==> src/rtl/lsu_pkg.sv <==
// Shared definitions for the load/store unit: op encodings, FSM states,
// byte-enable constants and the small lane/alignment helpers.
package lsu_pkg;

  typedef enum logic [2:0] {
    OP_LW  = 3'b000,
    OP_LBU = 3'b001,
    OP_LB  = 3'b010,
    OP_LHU = 3'b011,
    OP_LH  = 3'b100
  } lsu_op_e;

  typedef enum logic [1:0] {
    ST_IDLE,
    ST_REQ,
    ST_DONE,
    ST_FAULT
  } lsu_state_e;

  typedef enum logic [1:0] {
    SZ_BYTE,
    SZ_HALF,
    SZ_WORD
  } lsu_size_e;

  localparam logic [3:0] BE_NONE = 4'b0000;
  localparam logic [3:0] BE_B0   = 4'b0001;
  localparam logic [3:0] BE_B1   = 4'b0010;
  localparam logic [3:0] BE_B2   = 4'b0100;
  localparam logic [3:0] BE_B3   = 4'b1000;
  localparam logic [3:0] BE_H0   = 4'b0011;
  localparam logic [3:0] BE_H1   = 4'b1100;
  localparam logic [3:0] BE_W    = 4'b1111;

  // Undefined op codes fall back to a full word access.
  function automatic lsu_size_e op_size(input logic [2:0] op);
    case (op)
      OP_LBU, OP_LB: return SZ_BYTE;
      OP_LHU, OP_LH: return SZ_HALF;
      default:       return SZ_WORD;
    endcase
  endfunction

  function automatic logic is_misaligned(input lsu_size_e size, input logic [1:0] off);
    case (size)
      SZ_HALF: return off[0];
      SZ_WORD: return off != 2'b00;
      default: return 1'b0;
    endcase
  endfunction

  function automatic logic [3:0] byte_en(input lsu_size_e size, input logic [1:0] off);
    case (size)
      SZ_BYTE: begin
        case (off)
          2'd0:    return BE_B0;
          2'd1:    return BE_B1;
          2'd2:    return BE_B2;
          default: return BE_B3;
        endcase
      end
      SZ_HALF: return off[1] ? BE_H1 : BE_H0;
      default: return BE_W;
    endcase
  endfunction

  function automatic logic [31:0] lane_data(input lsu_size_e size, input logic [31:0] wdata);
    case (size)
      SZ_BYTE: return {4{wdata[7:0]}};
      SZ_HALF: return {2{wdata[15:0]}};
      default: return wdata;
    endcase
  endfunction

endpackage

==> src/rtl/lsu_ctrl_if.sv <==
// CPU-side request/response and memory-side bus of the load/store unit.
// master = the controller, slave = the CPU/memory environment around it.
interface lsu_ctrl_if;
  logic        cpu_valid;
  logic        cpu_we;
  logic [2:0]  cpu_op;
  logic [31:0] cpu_addr;
  logic [31:0] cpu_wdata;
  logic        cpu_ready;
  logic        cpu_done;
  logic [31:0] cpu_rdata;
  logic        cpu_misalign;
  logic        cpu_timeout;
  logic        mem_req;
  logic        mem_we;
  logic [29:0] mem_adr;
  logic [3:0]  mem_be;
  logic [31:0] mem_wdata;
  logic        mem_ack;
  logic [31:0] mem_rdata;

  modport master (
    input  cpu_valid, cpu_we, cpu_op, cpu_addr, cpu_wdata, mem_ack, mem_rdata,
    output cpu_ready, cpu_done, cpu_rdata, cpu_misalign, cpu_timeout,
           mem_req, mem_we, mem_adr, mem_be, mem_wdata
  );

  modport slave (
    output cpu_valid, cpu_we, cpu_op, cpu_addr, cpu_wdata, mem_ack, mem_rdata,
    input  cpu_ready, cpu_done, cpu_rdata, cpu_misalign, cpu_timeout,
           mem_req, mem_we, mem_adr, mem_be, mem_wdata
  );
endinterface

==> src/rtl/lsu_ld_ext.sv <==
// Combinational load formatter: picks the addressed byte/half out of a
// memory word and zero- or sign-extends it according to the load op.
module lsu_ld_ext
  import lsu_pkg::*;
(
  input  logic [2:0]  op,
  input  logic [1:0]  off,
  input  logic [31:0] raw,
  output logic [31:0] data
);

  logic [7:0]  lanes [4];
  logic [7:0]  byte_sel;
  logic [15:0] half_sel;

  for (genvar gi = 0; gi < 4; gi++) begin : g_lane
    assign lanes[gi] = raw[8*gi +: 8];
  end

  assign byte_sel = lanes[off];
  assign half_sel = off[1] ? {lanes[3], lanes[2]} : {lanes[1], lanes[0]};

  always_comb begin
    data = raw;
    case (op)
      OP_LBU:  data = {24'd0, byte_sel};
      OP_LB:   data = {{24{byte_sel[7]}}, byte_sel};
      OP_LHU:  data = {16'd0, half_sel};
      OP_LH:   data = {{16{half_sel[15]}}, half_sel};
      default: data = raw;
    endcase
  end

endmodule

==> src/rtl/lsu_ctrl.sv <==
// Single-outstanding load/store controller: registers a CPU request, runs one
// memory handshake with an ack timeout, and reports done/misalign/timeout.
module lsu_ctrl
  import lsu_pkg::*;
#(
  parameter int TIMEOUT = 255
) (
  input  logic       clk,
  input  logic       rst,
  lsu_ctrl_if.master bus
);

  localparam logic [7:0] CNT_LAST = 8'(TIMEOUT - 1);

  lsu_state_e  state_reg, state_next;
  logic [2:0]  op_reg;
  logic        we_reg;
  logic [31:0] addr_reg;
  logic [3:0]  be_reg;
  logic [31:0] wdata_reg;
  logic [7:0]  cnt_reg;
  logic        timeout_reg;
  logic [31:0] rdata_reg;
  logic [31:0] ld_data;
  lsu_size_e   req_size;
  logic        req_misalign;

  assign req_size     = op_size(bus.cpu_op);
  assign req_misalign = is_misaligned(req_size, bus.cpu_addr[1:0]);

  always_ff @(posedge clk or posedge rst) begin
    if (rst) state_reg <= ST_IDLE;
    else     state_reg <= state_next;
  end

  // An ack on the last permitted cycle takes priority over the timeout.
  always_comb begin
    state_next       = state_reg;
    bus.cpu_ready    = 1'b0;
    bus.cpu_done     = 1'b0;
    bus.cpu_misalign = 1'b0;
    bus.cpu_timeout  = 1'b0;
    bus.mem_req      = 1'b0;
    case (state_reg)
      ST_IDLE: begin
        bus.cpu_ready = 1'b1;
        if (bus.cpu_valid) state_next = req_misalign ? ST_FAULT : ST_REQ;
      end
      ST_REQ: begin
        bus.mem_req = 1'b1;
        if (bus.mem_ack)              state_next = ST_DONE;
        else if (cnt_reg == CNT_LAST) state_next = ST_FAULT;
      end
      ST_DONE: begin
        bus.cpu_done = 1'b1;
        state_next   = ST_IDLE;
      end
      ST_FAULT: begin
        bus.cpu_done     = 1'b1;
        bus.cpu_misalign = ~timeout_reg;
        bus.cpu_timeout  = timeout_reg;
        state_next       = ST_IDLE;
      end
      default: state_next = ST_IDLE;
    endcase
  end

  always_ff @(posedge clk or posedge rst) begin
    if (rst) begin
      op_reg      <= OP_LW;
      we_reg      <= 1'b0;
      addr_reg    <= 32'd0;
      be_reg      <= BE_NONE;
      wdata_reg   <= 32'd0;
      cnt_reg     <= 8'd0;
      timeout_reg <= 1'b0;
      rdata_reg   <= 32'd0;
    end else begin
      if (state_reg == ST_IDLE && bus.cpu_valid) begin
        op_reg      <= bus.cpu_op;
        we_reg      <= bus.cpu_we;
        addr_reg    <= bus.cpu_addr;
        be_reg      <= byte_en(req_size, bus.cpu_addr[1:0]);
        wdata_reg   <= lane_data(req_size, bus.cpu_wdata);
        cnt_reg     <= 8'd0;
        timeout_reg <= 1'b0;
      end else if (state_reg == ST_REQ && !bus.mem_ack) begin
        if (cnt_reg == CNT_LAST) timeout_reg <= 1'b1;
        else                     cnt_reg     <= cnt_reg + 8'd1;
      end
      // Only completed loads update the result; stores and faults keep it.
      if (state_reg == ST_REQ && bus.mem_ack && !we_reg) rdata_reg <= ld_data;
    end
  end

  lsu_ld_ext u_ld_ext (
    .op   (op_reg),
    .off  (addr_reg[1:0]),
    .raw  (bus.mem_rdata),
    .data (ld_data)
  );

  assign bus.mem_we    = we_reg;
  assign bus.mem_adr   = addr_reg[31:2];
  assign bus.mem_be    = be_reg;
  assign bus.mem_wdata = wdata_reg;
  assign bus.cpu_rdata = rdata_reg;

endmodule
==> src/flat_wrapper.sv <==
// flat-port wrapper written by rule: the top's interface ports become plain ports
module lsu_ctrl_flat import lsu_pkg::*;
#(
  parameter int TIMEOUT = 255
)
  (clk, rst, bus_cpu_valid, bus_cpu_we, bus_cpu_op, bus_cpu_addr, bus_cpu_wdata, bus_mem_ack, bus_mem_rdata, bus_cpu_ready, bus_cpu_done, bus_cpu_rdata, bus_cpu_misalign, bus_cpu_timeout, bus_mem_req, bus_mem_we, bus_mem_adr, bus_mem_be, bus_mem_wdata);
  lsu_ctrl_if bus_i ();
  input  logic clk;
  input  logic rst;
  input wire logic [$bits(bus_i.cpu_valid)-1:0] bus_cpu_valid;
  input wire logic [$bits(bus_i.cpu_we)-1:0] bus_cpu_we;
  input wire logic [$bits(bus_i.cpu_op)-1:0] bus_cpu_op;
  input wire logic [$bits(bus_i.cpu_addr)-1:0] bus_cpu_addr;
  input wire logic [$bits(bus_i.cpu_wdata)-1:0] bus_cpu_wdata;
  input wire logic [$bits(bus_i.mem_ack)-1:0] bus_mem_ack;
  input wire logic [$bits(bus_i.mem_rdata)-1:0] bus_mem_rdata;
  output wire logic [$bits(bus_i.cpu_ready)-1:0] bus_cpu_ready;
  output wire logic [$bits(bus_i.cpu_done)-1:0] bus_cpu_done;
  output wire logic [$bits(bus_i.cpu_rdata)-1:0] bus_cpu_rdata;
  output wire logic [$bits(bus_i.cpu_misalign)-1:0] bus_cpu_misalign;
  output wire logic [$bits(bus_i.cpu_timeout)-1:0] bus_cpu_timeout;
  output wire logic [$bits(bus_i.mem_req)-1:0] bus_mem_req;
  output wire logic [$bits(bus_i.mem_we)-1:0] bus_mem_we;
  output wire logic [$bits(bus_i.mem_adr)-1:0] bus_mem_adr;
  output wire logic [$bits(bus_i.mem_be)-1:0] bus_mem_be;
  output wire logic [$bits(bus_i.mem_wdata)-1:0] bus_mem_wdata;
  assign bus_i.cpu_valid = bus_cpu_valid;
  assign bus_i.cpu_we = bus_cpu_we;
  assign bus_i.cpu_op = bus_cpu_op;
  assign bus_i.cpu_addr = bus_cpu_addr;
  assign bus_i.cpu_wdata = bus_cpu_wdata;
  assign bus_i.mem_ack = bus_mem_ack;
  assign bus_i.mem_rdata = bus_mem_rdata;
  assign bus_cpu_ready = bus_i.cpu_ready;
  assign bus_cpu_done = bus_i.cpu_done;
  assign bus_cpu_rdata = bus_i.cpu_rdata;
  assign bus_cpu_misalign = bus_i.cpu_misalign;
  assign bus_cpu_timeout = bus_i.cpu_timeout;
  assign bus_mem_req = bus_i.mem_req;
  assign bus_mem_we = bus_i.mem_we;
  assign bus_mem_adr = bus_i.mem_adr;
  assign bus_mem_be = bus_i.mem_be;
  assign bus_mem_wdata = bus_i.mem_wdata;
  lsu_ctrl #(.TIMEOUT(TIMEOUT)) u_core (.clk(clk), .rst(rst), .bus(bus_i));
endmodule
==> config.mk <==
export PLATFORM = sky130hd
export DESIGN_NAME = lsu_ctrl_flat
export DESIGN_NICKNAME = d
export VERILOG_FILES = /design/src/rtl/lsu_pkg.sv /design/src/rtl/lsu_ctrl_if.sv /design/src/rtl/lsu_ld_ext.sv /design/src/rtl/lsu_ctrl.sv /design/src/flat_wrapper.sv
export SDC_FILE = /design/constraint.sdc
export NUM_CORES = 1
export LEC_CHECK = 0
export BUFFER_PORTS_ARGS = -buffer_cell sky130_fd_sc_hd__buf_2
export CAP_MARGIN = 30
export CORE_MARGIN = 1
export CORE_UTILIZATION = 40
export CTS_BUF_LIST = sky130_fd_sc_hd__clkbuf_16
export CTS_CLUSTER_SIZE = 20
export DETAILED_ROUTE_END_ITERATION = 8
export PLACE_DENSITY = 0.67
export SYNTH_ARGS = -nofsm -noshare
export SYNTH_HDL_FRONTEND = slang
export SYNTH_SLANG_ARGS = --single-unit
==> constraint.sdc <==
create_clock -name clk -period 6.4 [get_ports clk]
set_input_delay 0.96 -clock clk [delete_from_list [all_inputs] [get_ports clk]]
set_output_delay 0.96 -clock clk [all_outputs]
set_load 0.02 [all_outputs]
; Word level (Yosys, flattened, before mapping)
; Index checks and enable logic that the tools add are counted.
[op_classes]
add_sub_neg = 1
n_lt_le_gt_ge = 1
eq_ne = 19
muxes = 27
bitwise = 2
reduce_logical = 18
[op_table]
columns = op, count
row1 = 32-bit one-hot mux with 4 select lines, 1
row2 = 32-bit one-hot mux with 2 select lines, 1
row3 = 8-bit two-way mux, 5
row4 = 8-bit binary-select mux with 2-bit select, 1
row5 = 16-bit two-way mux, 1
row6 = 3-bit by 2-bit == test with 1-bit output (second input constant), 4
row7 = 4-bit one-hot mux with 3 select lines, 1
row8 = 8-bit by 1-bit adder with 8-bit output (second input constant), 1
row9 = 2-bit == test (second input constant), 4
row10 = 8-bit == test (second input constant), 1
row11 = 1-bit two-way mux, 8
row12 = 2-bit two-way mux, 4
row13 = 4-bit one-hot mux with 2 select lines, 1
row14 = 2-bit by 1-bit == test with 1-bit output (second input constant), 3
row15 = 3-bit by 1-bit == test with 1-bit output (second input constant), 2
row16 = 3-bit == test (second input constant), 2
row17 = 2-bit zero test, 3
row18 = 2-bit one-hot mux with 3 select lines, 1
row19 = 2-bit AND reduction, 3
row20 = 2-bit nonzero test, 3
row21 = 2-bit OR reduction, 3
row22 = 1-bit logical AND, 4
row23 = 4-bit two-way mux, 1
row24 = 2-bit != test (second input constant), 2
row25 = 7 further kinds, 8
[totals]
regBits = 115
in_bits = 104
output_inout_bits = 104
elab_cells = 77

; Logic depth before layout (Yosys ltp)
; Gate-level depths: netlist of the first run.
[depth]
depth_word = 8
depth_mapped = 7
ltp_nobuf = 6

; Cells and area by module
; A second synthesis of the first run with hierarchy kept.
[unflattened]
hier_cells = 646
area_unflattened_um2 = 6163.4
[by_module_without_submodules]
columns = module, instances, cells_per_inst, area_per_inst_um2, seq_area_each_um2
row1 = lsu_ctrl, 1, 531, 5346.4, 2877.8
row2 = lsu_ld_ext, 1, 115, 817.0, 0.0

; Worst setup path before layout of the first run
; Ideal clock, no wire load.
[synth_timing]
path_type = input port to flip-flop
from = in bus_cpu_op[0]
to = reg u_core.wdata_reg[16], in the netlist u_core.bus.mem_wdata[16]
setup_ps = 126
arrival_ps = 2000
required_ps = 6274
slack_ps = 4274
path_stages = 6
n_path_buf = 2
path_cell_list = or3b_1 > o211a_1 > buf_2 > buf_6 > mux2i_1 > a21oi_1
[synth_between]
elab_chain_len = 5
word_cells_on_any_way = 10
classes_between = eq/ne (5) / mux (2) / reduce/logical (3)
[synth_lines]
columns = item, line
row1 = "start, declared", flat_wrapper.sv:12  ; input wire logic [$bits(bus_i.cpu_op)-1:0] bus_cpu_op;
row2 = "3-bit by 2-bit == test with 1-bit output, or another cell as far along", lsu_pkg.sv:37  ; case (op)
row3 = 2-bit OR reduction, lsu_pkg.sv:37
row4 = 2-bit one-hot mux with 2 select lines (*), lsu_pkg.sv:37
row5 = 2-bit by 1-bit == test with 1-bit output / 2-bit zero test (equally long branches), lsu_pkg.sv:68  ; case (size)
row6 = 32-bit one-hot mux with 2 select lines (*), lsu_pkg.sv:68
row7 = "end signal, assigned", lsu_ctrl.sv:84  ; wdata_reg <= lane_data(req_size, bus.cpu_wdata);
row8 = "end, declared", lsu_ctrl.sv:20  ; logic [31:0] wdata_reg;
; Mark *: on every way between the ends. The rest lies on a longest branch, timed or not.
; A chain may end at the register's enable or synchronous reset.

; Worst setup path after layout of the first run
[layout_timing]
from = reg u_core.addr_reg[1]
to = reg u_core.rdata_reg[26], in the netlist u_core.bus.cpu_rdata[26]
[layout_between]
elab_chain_len = 5
word_cells_on_any_way = 6
classes_between = mux (5) / bitwise (1)
[layout_lines]
columns = item, line
row1 = "start, declared", lsu_ctrl.sv:18  ; logic [31:0] addr_reg;
row2 = "start signal, assigned", lsu_ctrl.sv:82  ; addr_reg <= bus.cpu_addr;
row3 = 2-bit NOT with 3-bit output (implied by the code), lsu_ld_ext.sv:20  ; assign byte_sel = lanes[off];
row4 = 8-bit binary-select mux with 2-bit select, lsu_ld_ext.sv:20
row5 = 8-bit two-way mux (implied by the code) (2 in a row), lsu_ld_ext.sv:20
row6 = 32-bit one-hot mux with 4 select lines (*), lsu_ld_ext.sv:25  ; case (op)
row7 = "end signal, assigned", lsu_ctrl.sv:92  ; if (state_reg == ST_REQ && bus.mem_ack && !we_reg) rdata_reg <= ld_data;
row8 = "end, declared", lsu_ctrl.sv:23  ; logic [31:0] rdata_reg;
; Mark *: on every way between the ends. The rest lies on a longest branch, timed or not. The select of a mux whose other input is x is not followed.

==> key figures, run 1 <==
Critical path
  • Crit-path slowest cell: dfrtp_1
  • R2r worst-path depth: 4
  • Critical path startpoint category: flip-flop
  • CP Cell Sequence: mux4_2 -> nand2b_1 -> a211o_1 -> o21ai_0
  • Critical Path Max Stage Delay: 0.90 ns
  • WP buf/inv: 0
  • Req. time, crit path: 6.63 ns
  • Worst-path fanout max: 22
  • Delay-heaviest family, CP: flip-flops
  • Crit path DAT: 2.84 ns
  • Instance count on the critical path: 4
  • Crit path capture type: flip-flop
  • Worst Setup Path Type: flip-flop to flip-flop

Place
  • Detail Placement HPWL: 10000 um
  • GP Congestion: 0.854
  • Port-buffer cells: 207

Worst hold path
  • Worst hold stages: 2
  • Hold WC Path Type: flip-flop to flip-flop

Logic synthesis
  • Post-synthesis compound-gate area fraction: 13.3%
  • Adder-cell share of the synthesized area: 0.442%
  • Synth Area in XOR/XNOR: 1.55%
  • Syn Inst Count: 523
  • Register bit count reported by yosys: 115
  • Post-synth cell types: 50
  • Simple-gate share of the synthesized area: 11.7%
  • Syn nets: 629
  • Largest family of logic cells by synthesized area: multiplexers
  • Mux cell area share after synthesis: 14.7%
  • Yosys Warn Count: 0
  • Sequential area share after synthesis: 50.8%
  • Synthesized area: 5660 um2
  • Mean Syn Cell Area: 10.8 um2

GRT
  • First-pass GRT wire length: 21400 um
  • Largest net degree at the start of global routing: 74
  • Total gr overflow: 0
  • Number of global-route vias before repair: 4264
  • Initial antenna violation count: 1
  • Total track usage: 19.0%

STA
  • Final-report hold violation count: 0
  • Slew HR: 35.0%
  • Final Max Tran Viols: 0
  • Clk_skew: 0.00671 ns
  • Fmax: 0.384 GHz
  • Final period util: 40.7%
  • RSZ-0062 raised after global routing: false
  • Least-Margin Pin Slew: 0.974 ns
  • Setup Total Neg Slack: 0 ns
  • Minimum clock period: 2.60 ns
  • Setup violators final: 0

Power
  • Pleak: 3.34 nW
  • Power Density: 541 nW/um2
  • Power consumption: 3.83 mW
  • VDD IR max: 0.000202 V

Detailed routing
  • Via/cell ratio: 5.22
  • DRC Markers: 0
  • Initial DRC count: 238
  • Final ANT Viol Nets: 0
  • Drt pass-1 iters: 6
  • Routed wire per std cell: 15.7 um
  • Via Count: 4590
  • WL final: 13800 um

Final layout
  • Commonest cells after routing, fill and taps aside: buf_2, dfrtp_1, nor2_1
  • Antenna Cells: 0
  • Synthesis-to-finish area growth: 24.9%
  • Commonest non-fill, non-tap cell in the layout: buf_2
  • Fin nets: 794
  • Layout cells sized above 1: 43.9%
  • Filler cell count: 1276
  • Final Core Density: 51.1%

Status
  • Status: complete, no violations

Floorplanning
  • Initial Util: 40.9%
  • Area of the die: 14600 um2
  • Row cnt: 43
  • Die X: 121 um
  • Die height: 121 um
  • Core ar.: 13800 um2
  • I/O Pins: 208

Clock network
  • Clock Latency Late Sink: 0.40 ns
  • Htree depth: 4
  • # hold bufs at CTS: 0
  • CTS Sinks: 115
  • Root Driver: clkbuf_16
  • Total CTS buffers: 17
  • Clk pin slew, worst setup/hold paths: 0.05 ns
  • Max Root-Sink Buffers: 2
  • TritonCTS clock tree: done
  • Post-CTS Repair Setup Buffers: 0
  • Post-cts resize count: 0

Run
  • Max Cap Violations: 0
==> Yosys cell counts, drive strengths merged <==
cell       n  share of area [%]
o21bai     2               0.27
o31ai      1               0.13
o2111ai    2               0.31
xor2       6               0.93
nand4bb    2               0.40
a211o      2               0.31
inv        4               0.27
xnor2      4               0.62
o22ai      1               0.11
a222oi     4               0.71
nand4      1               0.11
mux2      55                 11
o31a       1               0.15
dfrtp    115                 51
nor2b      3               0.33
nor3b      5               0.75
buf       56                6.5
o211ai     9                1.2
and2       2               0.22
nor2      69                4.6
a211oi     1               0.13
or3b       2               0.31
nand2b     4               0.44
o21a       4               0.53
ha         2               0.44
a21oi     34                3.0
nand3b     2               0.27
o21ai     20                2.2
or2        2               0.22
and3       3               0.33
o211a      1               0.18
and3b      2               0.31
clkbuf     9               0.62
a221oi     3               0.46
mux4       1               0.40
a22oi      9                1.2
nand3     12                1.3
nand2     25                1.7
and4bb     2               0.44
a31oi     22                2.4
mux2i     19                3.4
==> tightest hold or removal path, cell delays in order, from the launching register on <==
cell	delay (ns)
dfrtp_1	0.33
nand2_1	0.04
o21ai_0	0.06
==> cells by family (layout without fill, tap and decap cells) <==
| group | Yosys count | after routing |
|---|---|---|
| DFF | 115 | 115 |
| xor gates and xnor gates | 10 | 10 |
| muxes | 75 | 75 |
| buffers and inverters | 69 | 246 |
| and+or+nand+nor | 136 | 136 |
| AOI/OAI and AO/OA | 116 | 116 |
| adders and majority gates | 2 | 2 |
==> layer usage <==
metal	wire length, um	share of wire, %	global-route usage (%)
met4	254	1.8	8.49
met1	5870	43	24.5
met5	13	0.094	0
met2	6410	47	28.8
met3	1220	8.9	6.63
==> area by class of cell <==
| type | instances | area, um2 | share of cell area, % |
|---|---|---|---|
| flip-flops and latches | 115 | 2880 | 40.7 |
| multi-input cells | 339 | 2370 | 33.5 |
| repair buffers | 211 | 1070 | 15.2 |
| clock buffers | 17 | 425 | 6.02 |
| well taps | 180 | 225 | 3.19 |
| clock inverters | 14 | 83.8 | 1.19 |
| inverters | 4 | 17.5 | 0.248 |
==> per-stage QoR <==
stage                     worst slack [ns]  hold WS, ns  instance area, um2  instances
final                                 3.80        0.478                7070        880
after global routing                  3.63        0.510                7070        880
after CTS                             3.80        0.484                7070        880
after detailed placement              3.66        0.473                6560        849
after global placement                3.49        0.466                6550        848
after floorplan                       2.40        0.478                5660        523
==> path summary, 6_finish.rpt <==
| path | startpoint | endpoint | slack [ns] |
|---|---|---|---|
| worst max-delay path | u_core.addr_reg[1] | u_core.bus.cpu_rdata[26] | 3.80 |
| worst min-delay path | u_core.bus.cpu_rdata[0] | u_core.bus.cpu_rdata[0] | 0.48 |
| worst max register to register | u_core.addr_reg[1] | u_core.bus.cpu_rdata[26] | 3.80 |
| worst min register to register | u_core.bus.cpu_rdata[0] | u_core.bus.cpu_rdata[0] | 0.48 |
| max in group asynchronous | rst | u_core.bus.cpu_rdata[21] | 4.50 |
| min in group asynchronous | rst | u_core.cnt_reg[4] | 0.62 |
==> power by group <==
part / total (mW) / internal [mW] / switching (mW)
clock network: 0.812 / 0.513 / 0.299
registers: 1.34 / 1.07 / 0.264
logic: 1.68 / 0.677 / 1.00
total: 3.83 / 2.26 / 1.57
Note: power is estimated with default switching activity, not from simulation.
==> run 2: changes to the inputs <==
--- a/config.mk
+++ b/config.mk
@@ -5,6 +5,7 @@
 export SDC_FILE = /design/constraint.sdc
 export NUM_CORES = 1
 export LEC_CHECK = 0
+export ABC_AREA = 1
 export BUFFER_PORTS_ARGS = -buffer_cell sky130_fd_sc_hd__buf_2
 export CAP_MARGIN = 30
 export CORE_MARGIN = 1
@@ -12,7 +13,7 @@
 export CTS_BUF_LIST = sky130_fd_sc_hd__clkbuf_16
 export CTS_CLUSTER_SIZE = 20
 export DETAILED_ROUTE_END_ITERATION = 8
-export PLACE_DENSITY = 0.67
+export PLACE_DENSITY = 0.66
 export SYNTH_ARGS = -nofsm -noshare
 export SYNTH_HDL_FRONTEND = slang
 export SYNTH_SLANG_ARGS = --single-unit
==> constraint.sdc (replaced) <==
create_clock -name clk -period 2.65 [get_ports clk]
set_input_delay 0.3975 -clock clk [delete_from_list [all_inputs] [get_ports clk]]
set_output_delay 0.3975 -clock clk [all_outputs]
set_load 0.02 [all_outputs]
==> key figures, run 2 <==
Power
  • Internal: 5.58 mW
  • Sequential Power Share: 31.0%
  • Comb pwr share: 44.6%
  • Net Sw Power: 4.37 mW
  • Pleak: 4.28 nW
  • VDD IR max: 0.000893 V
  • Sw Share: 43.9%
  • Clock network fraction of design power: 24.4%
  • Power Density: 1300 nW/um2

STA
  • Minimum clock period: 1.96 ns
  • Clk_skew: 0.00933 ns
  • Slew HR: 47.9%
  • Setup Total Neg Slack: 0 ns
  • Final Max Tran Viols: 0
  • Least-Margin Pin Slew: 0.780 ns
  • Fmax: 0.509 GHz
  • RSZ-0062 raised after global routing: false
  • Setup violators final: 0
  • Final period util: 74.1%
  • Final-report hold violation count: 0

Detailed routing
  • Final ANT Viol Nets: 0
  • WL final: 16900 um
  • Drt pass-1 iters: 7
  • DRC Markers: 13
  • Via/cell ratio: 4.86
  • Routed wire per std cell: 14.0 um
  • Initial DRC count: 373
  • Via Count: 5851

Floorplanning
  • Die height: 125 um
  • Row cnt: 44
  • Area of the die: 15700 um2
  • Die X: 125 um
  • I/O Pins: 208
  • Initial Util: 41.4%
  • Core ar.: 14700 um2

Logic synthesis
  • EDFF count, synth: 0
  • Synth area leader: dfrtp_1
  • Top cells by area, synth: dfrtp_1, nand2_1, nand3_1
  • Post-synth cell types: 29
  • Most common cell in the netlist: nand2_1
  • Synthesized area: 6080 um2
  • Yosys Warn Count: 0
  • Syn nets: 944
  • Yosys top cell area share: 47.3%
  • Ys flop type: dfrtp_1
  • Async set or reset register ratio after synthesis: 100%
  • Syn Inst Count: 838
  • Mean Syn Cell Area: 7.25 um2
  • Synth cell count leaders: nand2_1, dfrtp_1, nand3_1
  • Sequential area share after synthesis: 47.3%
  • Register bit count reported by yosys: 115

Critical path
  • Worst-path fanout max: 24
  • Crit path DAT: 2.31 ns
  • Crit path capture type: flip-flop
  • Critical path startpoint category: flip-flop
  • Worst Setup Path Type: flip-flop to flip-flop
  • Req. time, crit path: 2.99 ns

Final layout
  • Filler cell count: 1520
  • Synthesis-to-finish area growth: 26.1%
  • Commonest non-fill, non-tap cell in the layout: nand2_1
  • Final Core Density: 52.2%
  • Antenna Cells: 0
  • Layout cells sized above 1: 26.6%
  • Fin nets: 1113
  • Commonest cells after routing, fill and taps aside: nand2_1, buf_2, dfrtp_1

Clock network
  • # hold bufs at CTS: 0
  • Root Driver: clkbuf_16
  • Total CTS buffers: 17
  • Htree depth: 4
  • TritonCTS clock tree: done
  • Max Root-Sink Buffers: 2
  • CTS Sinks: 115
  • Clk pin slew, worst setup/hold paths: 0.06 ns
  • Clock Latency Late Sink: 0.41 ns
  • Post-cts resize count: 0
  • Post-CTS Repair Setup Buffers: 0

Place
  • GP Congestion: 0.834
  • Port-buffer cells: 207
  • Detail Placement HPWL: 12200 um

Run
  • Max Cap Violations: 0

GRT
  • Number of global-route vias before repair: 5266
  • Largest net degree at the start of global routing: 55
  • Total gr overflow: 0
  • Total track usage: 21.9%
  • Initial antenna violation count: 0
  • First-pass GRT wire length: 27000 um

Status
  • Failing checks: design-rule violations
  • Status: complete, but fails checks

Worst hold path
  • Hold WC Path Type: primary input to asynchronous set/reset pin
==> run 2: cell types whose count changed in the layout (fill, tap and decap cells not counted), sizes merged, moves of 7 or more <==
cell,delta
buf,+7
a22oi,-9
a21oi,-21
nand2,+331
mux2,-55
o211ai,-9
a31oi,-14
inv,+60
nand3,+63
mux2i,-19
o21ai,+33
==> run 2: worst max-delay path, stage by stage (launching register included) <==
cell     delay (ns)
dfrtp_1        0.44
nor2_2         0.17
nand2_2        0.09
inv_2          0.32
nand3_2        0.37
inv_1          0.34
nand2_1        0.08
nand2_1        0.08
==> run 2: power by group through the flow <==
stage / registers (mW) / clock network, mW / logic (mW)
final: 3.09 / 2.43 / 4.44
after global routing: 3.21 / 2.56 / 4.93
after CTS: 3.10 / 2.47 / 4.49
after detailed placement: 3.10 / 0 / 4.47
after global placement: 3.10 / 0 / 4.42
after floorplan: 3.62 / 0 / 2.90
==> run 2: layer usage <==
metal,GRT usage [%],wire [um]
met4,7.03,286
met3,6.76,1320
met5,0,0
met2,35.0,7770
met1,28.4,7500
==> run 2: path summary, 6_finish.rpt <==
check                                         start  slack (ns)                       end  cells after the start
worst max-delay path            u_core.state_reg[1]        0.69  u_core.bus.mem_wdata[24]                      7
worst min-delay path                            rst        0.12  u_core.bus.mem_wdata[17]                      2
worst max register to register  u_core.state_reg[1]        0.69  u_core.bus.mem_wdata[24]                      7
worst min register to register  u_core.addr_reg[20]        0.47       u_core.addr_reg[20]                      2
max in group asynchronous                       rst        1.85   u_core.bus.mem_wdata[8]                      3
min in group clk                         bus_cpu_we        0.18         u_core.bus.mem_we                      3
==> run 2: area by class of cell <==
class                           count  area [um2]  share of cell area, %
Sequential cell                   115        2880                   37.5
Clock inverter                     15         203                   2.64
Timing Repair Buffer              218        1160                   15.1
Inverter                           67         255                   3.33
Clock buffer                       17         425                   5.55
Tap cell                          184         230                   3.00
Multi-Input combinational cell    588        2520                   32.9
==> run 2: cells by family after synthesis <==
family	synth area share, %
buffers and inverters	11.2
DFF	47.3
AOI/OAI and AO/OA	6.65
and+or+nand+nor	34.2
xor gates and xnor gates	0.144
adders and majority gates	0.412
==> run 2: through the flow <==
stage	setup slack, ns	instance area (um2)	power [mW]	std cells	hold slack, ns
after CTS	0.682	7670	10.1	1204	0.124
after detailed placement	0.708	7040	7.58	1172	0.460
after global routing	0.473	7670	10.7	1204	0.149
after floorplan	0.853	6080	6.52	838	0.450
final	0.687	7670	9.95	1204	0.123
after global placement	0.748	7040	7.52	1172	0.458
